## config.mk

```make
export PLATFORM = sky130hd
export DESIGN_NAME = fir_output_decimator
export DESIGN_NICKNAME = d
export VERILOG_FILES = /design/src/rtl/fir_output_decimator.sv
export SDC_FILE = /design/constraint.sdc
export NUM_CORES = 1
export LEC_CHECK = 0
export BUFFER_PORTS_ARGS = -buffer_cell sky130_fd_sc_hd__buf_2
export CAP_MARGIN = 20
export CORE_UTILIZATION = 50
export DETAILED_ROUTE_END_ITERATION = 8
export GPL_TIMING_DRIVEN = 0
export PLACE_DENSITY_LB_ADDON = 0.12
export SETUP_SLACK_MARGIN = 0.2
export SLEW_MARGIN = 20
export SYNTH_ARGS = -nofsm -noshare
export SYNTH_HDL_FRONTEND = slang
export SYNTH_SLANG_ARGS = --single-unit
```

## constraint.sdc

```tcl
create_clock -name clk -period 5.07 [get_ports clk]
set_input_delay 0 -clock clk [delete_from_list [all_inputs] [get_ports clk]]
set_output_delay 0 -clock clk [all_outputs]
set_load 0.01 [all_outputs]
```

## src/rtl/fir_output_decimator.sv

```systemverilog
// Decimates the full-precision FIR output, rounds half-up and saturates each kept sample,
// and buffers results in a first-word-fall-through FIFO drained by a valid/ready consumer.
module fir_output_decimator #(
   parameter int IN_WIDTH   = 40,
   parameter int OUT_WIDTH  = 16,
   parameter int DECIM      = 4,
   parameter int FRAC_DROP  = 24,
   parameter int FIFO_DEPTH = 8
) (
   input  logic                          clk,
   input  logic                          rst,
   input  logic                          in_valid,
   input  logic [IN_WIDTH-1:0]           in_data,
   output logic                          out_valid,
   input  logic                          out_ready,
   output logic [OUT_WIDTH-1:0]          out_data,
   output logic                          sat_flag,
   output logic                          ovf_flag,
   output logic [$clog2(FIFO_DEPTH):0]   fifo_level
);

   localparam int PW = (DECIM > 1) ? $clog2(DECIM) : 1;
   localparam int RW = IN_WIDTH + 1 - FRAC_DROP;
   localparam int AW = $clog2(FIFO_DEPTH);
   localparam logic [PW-1:0] PH_LAST = PW'(DECIM - 1);

   // Half-LSB rounding constant; all zeros when nothing is dropped.
   function automatic logic [IN_WIDTH:0] round_const();
      logic [IN_WIDTH:0] r;
      r = '0;
      for (int i = 0; i <= IN_WIDTH; i++) begin
         r[i] = (i == FRAC_DROP - 1);
      end
      return r;
   endfunction

   localparam logic [IN_WIDTH:0] RND_ADD = round_const();

   // Returns {saturated, value}: clamps when the bits above the output sign disagree.
   function automatic logic [OUT_WIDTH:0] saturate(input logic [RW-1:0] v);
      logic [RW-OUT_WIDTH:0] top;
      top = v[RW-1:OUT_WIDTH-1];
      if ((top == '0) || (top == '1)) begin
         return {1'b0, v[OUT_WIDTH-1:0]};
      end else if (v[RW-1]) begin
         return {1'b1, 1'b1, {(OUT_WIDTH-1){1'b0}}};
      end else begin
         return {1'b1, 1'b0, {(OUT_WIDTH-1){1'b1}}};
      end
   endfunction

   logic [PW-1:0]        phase_q, phase_d;
   logic                 s1_valid_q, s1_valid_d;
   logic [RW-1:0]        s1_data_q, s1_data_d;
   logic                 s2_valid_q, s2_valid_d;
   logic [OUT_WIDTH-1:0] s2_data_q, s2_data_d;
   logic                 sat_q, sat_d;
   logic                 ovf_q, ovf_d;
   logic [AW-1:0]        wr_ptr_q, wr_ptr_d;
   logic [AW-1:0]        rd_ptr_q, rd_ptr_d;
   logic [AW:0]          level_q, level_d;
   logic [OUT_WIDTH-1:0] mem_q [FIFO_DEPTH];

   logic [IN_WIDTH:0]    ext_sum_s;
   logic [OUT_WIDTH:0]   sat_res_s;
   logic                 full_s, rd_en_s, wr_en_s;
   logic                 unused_s;

   // Next-state logic for decimation, both pipeline stages, flags and FIFO bookkeeping.
   always_comb begin
      ext_sum_s  = {in_data[IN_WIDTH-1], in_data} + RND_ADD;
      phase_d    = phase_q;
      if (in_valid) begin
         phase_d = (phase_q == PH_LAST) ? '0 : phase_q + PW'(1);
      end else begin
         phase_d = phase_q;
      end
      s1_valid_d = in_valid && (phase_q == '0);
      s1_data_d  = ext_sum_s[IN_WIDTH:FRAC_DROP];

      sat_res_s  = saturate(s1_data_q);
      s2_valid_d = s1_valid_q;
      s2_data_d  = sat_res_s[OUT_WIDTH-1:0];
      sat_d      = sat_q | (s1_valid_q & sat_res_s[OUT_WIDTH]);

      // A full FIFO still accepts a write when the head leaves on the same edge.
      full_s     = (level_q == (AW+1)'(FIFO_DEPTH));
      rd_en_s    = (level_q != '0) && out_ready;
      wr_en_s    = s2_valid_q && (!full_s || rd_en_s);
      ovf_d      = ovf_q | (s2_valid_q & full_s & ~rd_en_s);
      wr_ptr_d   = wr_en_s ? wr_ptr_q + AW'(1) : wr_ptr_q;
      rd_ptr_d   = rd_en_s ? rd_ptr_q + AW'(1) : rd_ptr_q;
      level_d    = level_q + (AW+1)'(wr_en_s) - (AW+1)'(rd_en_s);
   end

   assign unused_s = ^ext_sum_s;

   // State registers with synchronous reset.
   always_ff @(posedge clk) begin
      if (rst) begin
         phase_q    <= '0;
         s1_valid_q <= 1'b0;
         s1_data_q  <= '0;
         s2_valid_q <= 1'b0;
         s2_data_q  <= '0;
         sat_q      <= 1'b0;
         ovf_q      <= 1'b0;
         wr_ptr_q   <= '0;
         rd_ptr_q   <= '0;
         level_q    <= '0;
      end else begin
         phase_q    <= phase_d;
         s1_valid_q <= s1_valid_d;
         s1_data_q  <= s1_data_d;
         s2_valid_q <= s2_valid_d;
         s2_data_q  <= s2_data_d;
         sat_q      <= sat_d;
         ovf_q      <= ovf_d;
         wr_ptr_q   <= wr_ptr_d;
         rd_ptr_q   <= rd_ptr_d;
         level_q    <= level_d;
      end
   end

   // FIFO storage; contents are qualified by level so no reset is needed.
   always_ff @(posedge clk) begin
      if (!rst && wr_en_s) begin
         mem_q[wr_ptr_q] <= s2_data_q;
      end
   end

   assign out_valid  = (level_q != '0);
   assign out_data   = out_valid ? mem_q[rd_ptr_q] : '0;
   assign sat_flag   = sat_q;
   assign ovf_flag   = ovf_q;
   assign fifo_level = level_q;

endmodule

```

Word-level counts from Yosys, hierarchy flattened --
Memories as Yosys holds them, arrays and structs flattened. A register that Yosys moved wholly into a read port is not among the register bits. Index checks and enable logic that the tools add are counted.
Word-level totals: input bits 44, memories kept 1, word-level logic and storage cells 45, bits in writable memories 128, output and inout bits 23, bits in registers 49
Memory list:
- mem_q | depth 8, width 16, rd ports 1, clocked after Yosys merged registers in 1, write ports 1, RTL line 62 | logic [OUT_WIDTH-1:0] mem_q [FIFO_DEPTH];
Operators by class: add/subtract/negate cells 6, reduce and logical (&&, ||, !) cells 11, equal/unequal tests 3, bitwise logic cells 6, mux-type cells 8
Operators with widths (count):
- 40-bit by 25-bit adder with 41-bit output (second input constant) | 1
- 16-bit two-way mux | 2
- 17-bit two-way mux | 1
- 3-bit by 1-bit adder with 3-bit output (second input constant) | 2
- 3-bit two-way mux | 2
- 4-bit by 1-bit adder with 4-bit output | 1
- 2-bit == test (second input constant) | 2
- 4-bit == test (second input constant) | 1
- 1-bit logical AND | 4
- 2-bit logical NOT | 2
- 4-bit nonzero test | 1
- 4-bit by 1-bit subtractor with 4-bit output | 1
- 1-bit AND | 3
- 2-bit by 1-bit adder with 2-bit output (second input constant) | 1
- 1-bit logical NOT | 2
- 1-bit logical OR | 2
- 1-bit two-way mux | 2
- 2-bit two-way mux | 1
- 1-bit OR | 2
- 1-bit inverter | 1

Depth between registers and ports, before layout --
depth in word-level cells 7, gate-level depth with buffers 13, mapped depth without buffers 12

Least setup slack after synthesis --
OpenSTA, ideal clock, no wires.
kind register to register, start reg level_q[2] (netlist: fifo_level[2]), end mem mem_q[4][0], enable pin, slack 1.766 ns, arrival 2.874 ns, required time 4.640 ns, cell stages (with the launch flop) 7, library setup time 0.430 ns, buffers on the path 0, period minus slack after synthesis 3.304 ns, path through dfxtp_1 > inv_1 > ha_1 > nand2b_1 > a31oi_2 > nand2_1 > nor4_1
Between the ends: cells in the longest elaborated chain, start to end 7, elaborated cells between the ends (all ways) 9, classes of those cells eq/ne: 1; mux: 2; reduce/logical: 6
Ends and longest elaborated chain:
- from (decl) | RTL line 61 | logic [AW:0] level_q, level_d;
- from (signal assigned) | RTL line 121 | level_q <= level_d;
- 4-bit == test or 4-bit nonzero test (tied branches) | RTL line 87, 88
- 1-bit logical NOT or 1-bit logical AND (tied branches) | RTL line 89, 88
- 1-bit logical OR (*) | RTL line 89 | wr_en_s = s2_valid_q && (!full_s || rd_en_s);
- 1-bit logical AND (*) | RTL line 89
- 1-bit logical AND (*) | RTL line 127 | if (!rst && wr_en_s) begin
- 1-bit two-way mux (*) | RTL line 127
- 1-bit two-way mux (implied by the code) (*) | RTL line 128 | mem_q[wr_ptr_q] <= s2_data_q;
- to (decl) | RTL line 62
Mark *: on every way between the ends. The rest lies on a longest branch, timed or not.

Final worst setup path --
start reg level_q[2] (netlist: fifo_level[2]), end mem mem_q[4][11], enable pin
The elaborated chain is that of the path after synthesis.

==> metrics.md <==
| Metric | Value |
|---|---|
| Non-Filler Instances | `737` |
| Global Route Usage Sum | `21.3%` |
| Fillers | `1059` |
| Worst path slowest cell | `nor4_2` |
| Final core occ | `62.4%` |
| Worst-path maximum fanout | `9` |
| Final Max Slew Viols | `0` |
| Synthesis-stage register bit count | `180` |
| Top post-synthesis cells by area | `edfxtp_1 (55%), dfxtp_1 (15%), mux4_2 (10%), mux2i_1 (2.9%), nor2_1 (2.6%)` |
| Leakage power figure | `2.95 nW` |
| DRC viols | `0` |
| P per Cell Area | `453 nW/um^2` |
| RSZ-0062 raised after global routing | `no` |
| Cell variety after synth | `36` |
| WHS Path Cells | `4` |
| Vias in the first global route | `4027` |
| Worst Path Arrival | `2.92 ns` |
| Pin count of the biggest net entering global routing | `17` |
| Port Buffers | `42` |
| Clock Root Buffer | `clkbuf_16` |
| Worst path required time | `5.20 ns` |
| H-Tree Depth | `4` |
| Clock slew at reported path FFs | `0.06 ns` |
| Ports | `67` |
| Setup bufs post-CTS | `0` |
| Max Cap Violations | `0` |
| HPWL reported at the end of detailed placement | `9.30 mm` |
| Total gr overflow | `0` |
| Register area | `4880 sq um` |
| Total die area | `14500 sq um` |
| Via count | `3969` |
| Post-Syn Area per Cell | `15.6 sq um` |
| Share of cells above drive strength 1 | `24.1%` |
| CP cell instances | `inv_1, ha_1, nand2b_1, a31oi_2, nand2_1, nor4_2, buf_2, buf_2` |
| Outcome | `complete, no violations` |
| Area taken by multi-input logic gates | `1990 sq um` |
| Final Hold Vio Count | `0` |
| Initial antenna violation count | `0` |
| Ratio of final minimum period to clock period | `55.0%` |
| TritonCTS clock tree | `yes` |
| YS warnings | `0` |
| Core area | `13500 sq um` |
| Mapped Area | `6990 sq um` |
| Slowest Stage Delay on Critical Path | `0.61 ns` |
| Crit path capture type | `flop` |
| Fin Setup TNS | `0 ns` |
| Nature of the critical path startpoint | `flop` |
| TritonRoute pass-1 iters | `5` |
| # setup viols final | `0` |
| Area grow syn2layout | `20.2%` |
| Vias per Instance | `5.39` |
| Final Power | `3.80 mW` |
| CTS buffer count | `17` |
| Most frequent CP cell | `buf_2` |
| Worst-Skew Late Latency | `0.42 ns` |
| Placed insts | `681` |
| TritonCTS Sinks | `180` |
| Detailed router's first-iteration violation count | `280` |
| Finished Cell Area | `8400 sq um` |
| Synth Net Count | `504` |
| Die width | `120 microns` |
| R2R depth | `8` |
| Area after DPL | `7590 sq um` |
| # nets final | `605` |
| Max-slew headroom | `43.4%` |
| Max Freq | `0.359 GHz` |
| Final GP Congestion | `0.816` |
| Detailed-route wire length | `14.0 mm` |
| Seq/Total Area, Yosys | `69.9%` |
| Max rail drop VDD | `0.000330 V` |
| Synthesized instance count | `447` |
| Synth area leader | `edfxtp_1` |
| Final clock skew | `0.0103 ns` |
| Die Ht | `120 microns` |
| Antenna fix cells | `0` |
| CTS max path bufs | `2` |
| Kind of critical path | `flop to flop` |
| # rows | `42` |
| First-pass GRT wire length | `22.3 mm` |
| Worst-Margin Slew | `0.849 ns` |
| Routed len/inst | `19.1 microns` |
| Final min period | `2.79 ns` |
| Hold Crit Class | `input port to flop` |
| Post-route ant nets | `0` |
| Initial Util | `52.0%` |
| Yosys top cell area share | `55.0%` |
state kept, by name (all words and copies together), names as in the netlist, named ones only:
| register | cells |
|---|---|
| mem_q | 128 |
| phase_q | 2 |
| s2_valid_q | 1 |
| ovf_flag | 1 |
| wr_ptr_q | 3 |
| fifo_level | 4 |
| s1_data_q | 17 |
| rd_ptr_q | 3 |
| s1_valid_q | 1 |
| sat_flag | 1 |
| s2_data_q | 16 |
metal layers:
metal  up-vias  wire length, microns  track usage (%)
li1       1871                     -                -
met1      1970                  6140             28.3
met2       108                  7070             34.8
met3        20                   585             4.15
met4         0                   245             8.72
met5         -                     0                0
cell usage after synthesis, drive strengths merged:
cell type	number
xor2	6
mux2i	20
mux4	32
a41oi	1
nand2	27
nor3	7
fa	1
or2	3
nand2b	6
dfxtp	52
edfxtp	128
xnor2	9
or4	1
o31ai	1
clkbuf	12
nor2b	3
o21ai	3
nand3	8
buf	10
nand3b	1
a21oi	23
ha	12
and2	1
nand4	5
nor2	48
a31oi	1
or3	2
inv	14
a31o	1
and4	1
a21o	1
nor4	7
kinds of logic (layout without fill, tap and decap cells):
logic type      after synthesis  count (layout)  synth area share, %
xor+xnor                     15              15                 1.88
simple gates                120             120                 7.97
buf+inv                      36             150                 2.15
compound gates               31              31                 2.51
mux                          52              52                 13.2
flops                       180             180                 69.9
fa+ha+maj                    13              13                 2.43
metrics by stage:
| stage | hold slack (ns) | setup slack, ns |
|---|---|---|
| global route | 0.101 | 1.99 |
| CTS | 0.0775 | 2.22 |
| global placement | 0.264 | 0.0373 |
| finish | 0.0873 | 2.28 |
| detailed placement | 0.269 | 2.23 |
| floorplan | 0.114 | 1.77 |
critical path, delay by kind of cell, from the launching register on:
| kind | cells | cell delay (ns) |
|---|---|---|
| fa+ha+maj | 1 | 0.20 |
| simple gates | 3 | 0.95 |
| flops | 1 | 0.32 |
| compound gates | 1 | 0.45 |
| buf+inv | 3 | 0.56 |
report_power, final:
part / leakage [nW] / total [mW] / internal, mW / switching [mW]
logic: 1.07 / 0.851 / 0.395 / 0.456
clock network: 0.279 / 1.26 / 0.764 / 0.500
registers: 1.60 / 1.69 / 1.64 / 0.0498
total: 2.95 / 3.80 / 2.80 / 1.01
repair_timing:
| item | in CTS | in global routing |
|---|---|---|
| endpoints found under the hold margin | 22 | 0 |
| setup endpoints to repair | 0 | 0 |
| hold buffers | 24 | 0 |
| resized for setup | 0 | 0 |
layout by cell type (no fill, tap or decap), drive strengths merged:
cell type      n
dlygate4sd3   24
nand3          8
edfxtp       128
or3            2
nand3b         1
bufinv         2
xnor2          9
clkbuf        39
or2            3
or4            1
and4           1
nor2          48
nor3           7
ha            12
nor2b          3
o21ai          3
a31o           1
nand2b         6
nand2         27
a21o           1
a41oi          1
fa             1
o31ai          1
a31oi          1
buf           68
nor4           7
xor2           6
nand4          5
clkinv         3
a21oi         23
inv           14
dfxtp         52
and2           1
mux2i         20
mux4          32
final timing paths:
check,start,endpoint,slack (ns)
min,rst,wr_ptr_q[2],0.09
max reg2reg,fifo_level[2],mem_q[4][11],2.28
max,fifo_level[2],mem_q[4][11],2.28
min reg2reg,s1_data_q[4],s2_data_q[4],0.45
layout make-up:
| class | count | share of cell area [%] |
|---|---|---|
| clock inverters | 5 | 0.894 |
| clock buffers | 27 | 5.87 |
| well taps | 176 | 2.62 |
| multi-input cells | 231 | 23.7 |
| plain buffers | 22 | 1.16 |
| repair buffers | 82 | 6.97 |
| inverters | 14 | 0.626 |
| flip-flops and latches | 180 | 58.1 |
Note: power is estimated with default switching activity, not from simulation.
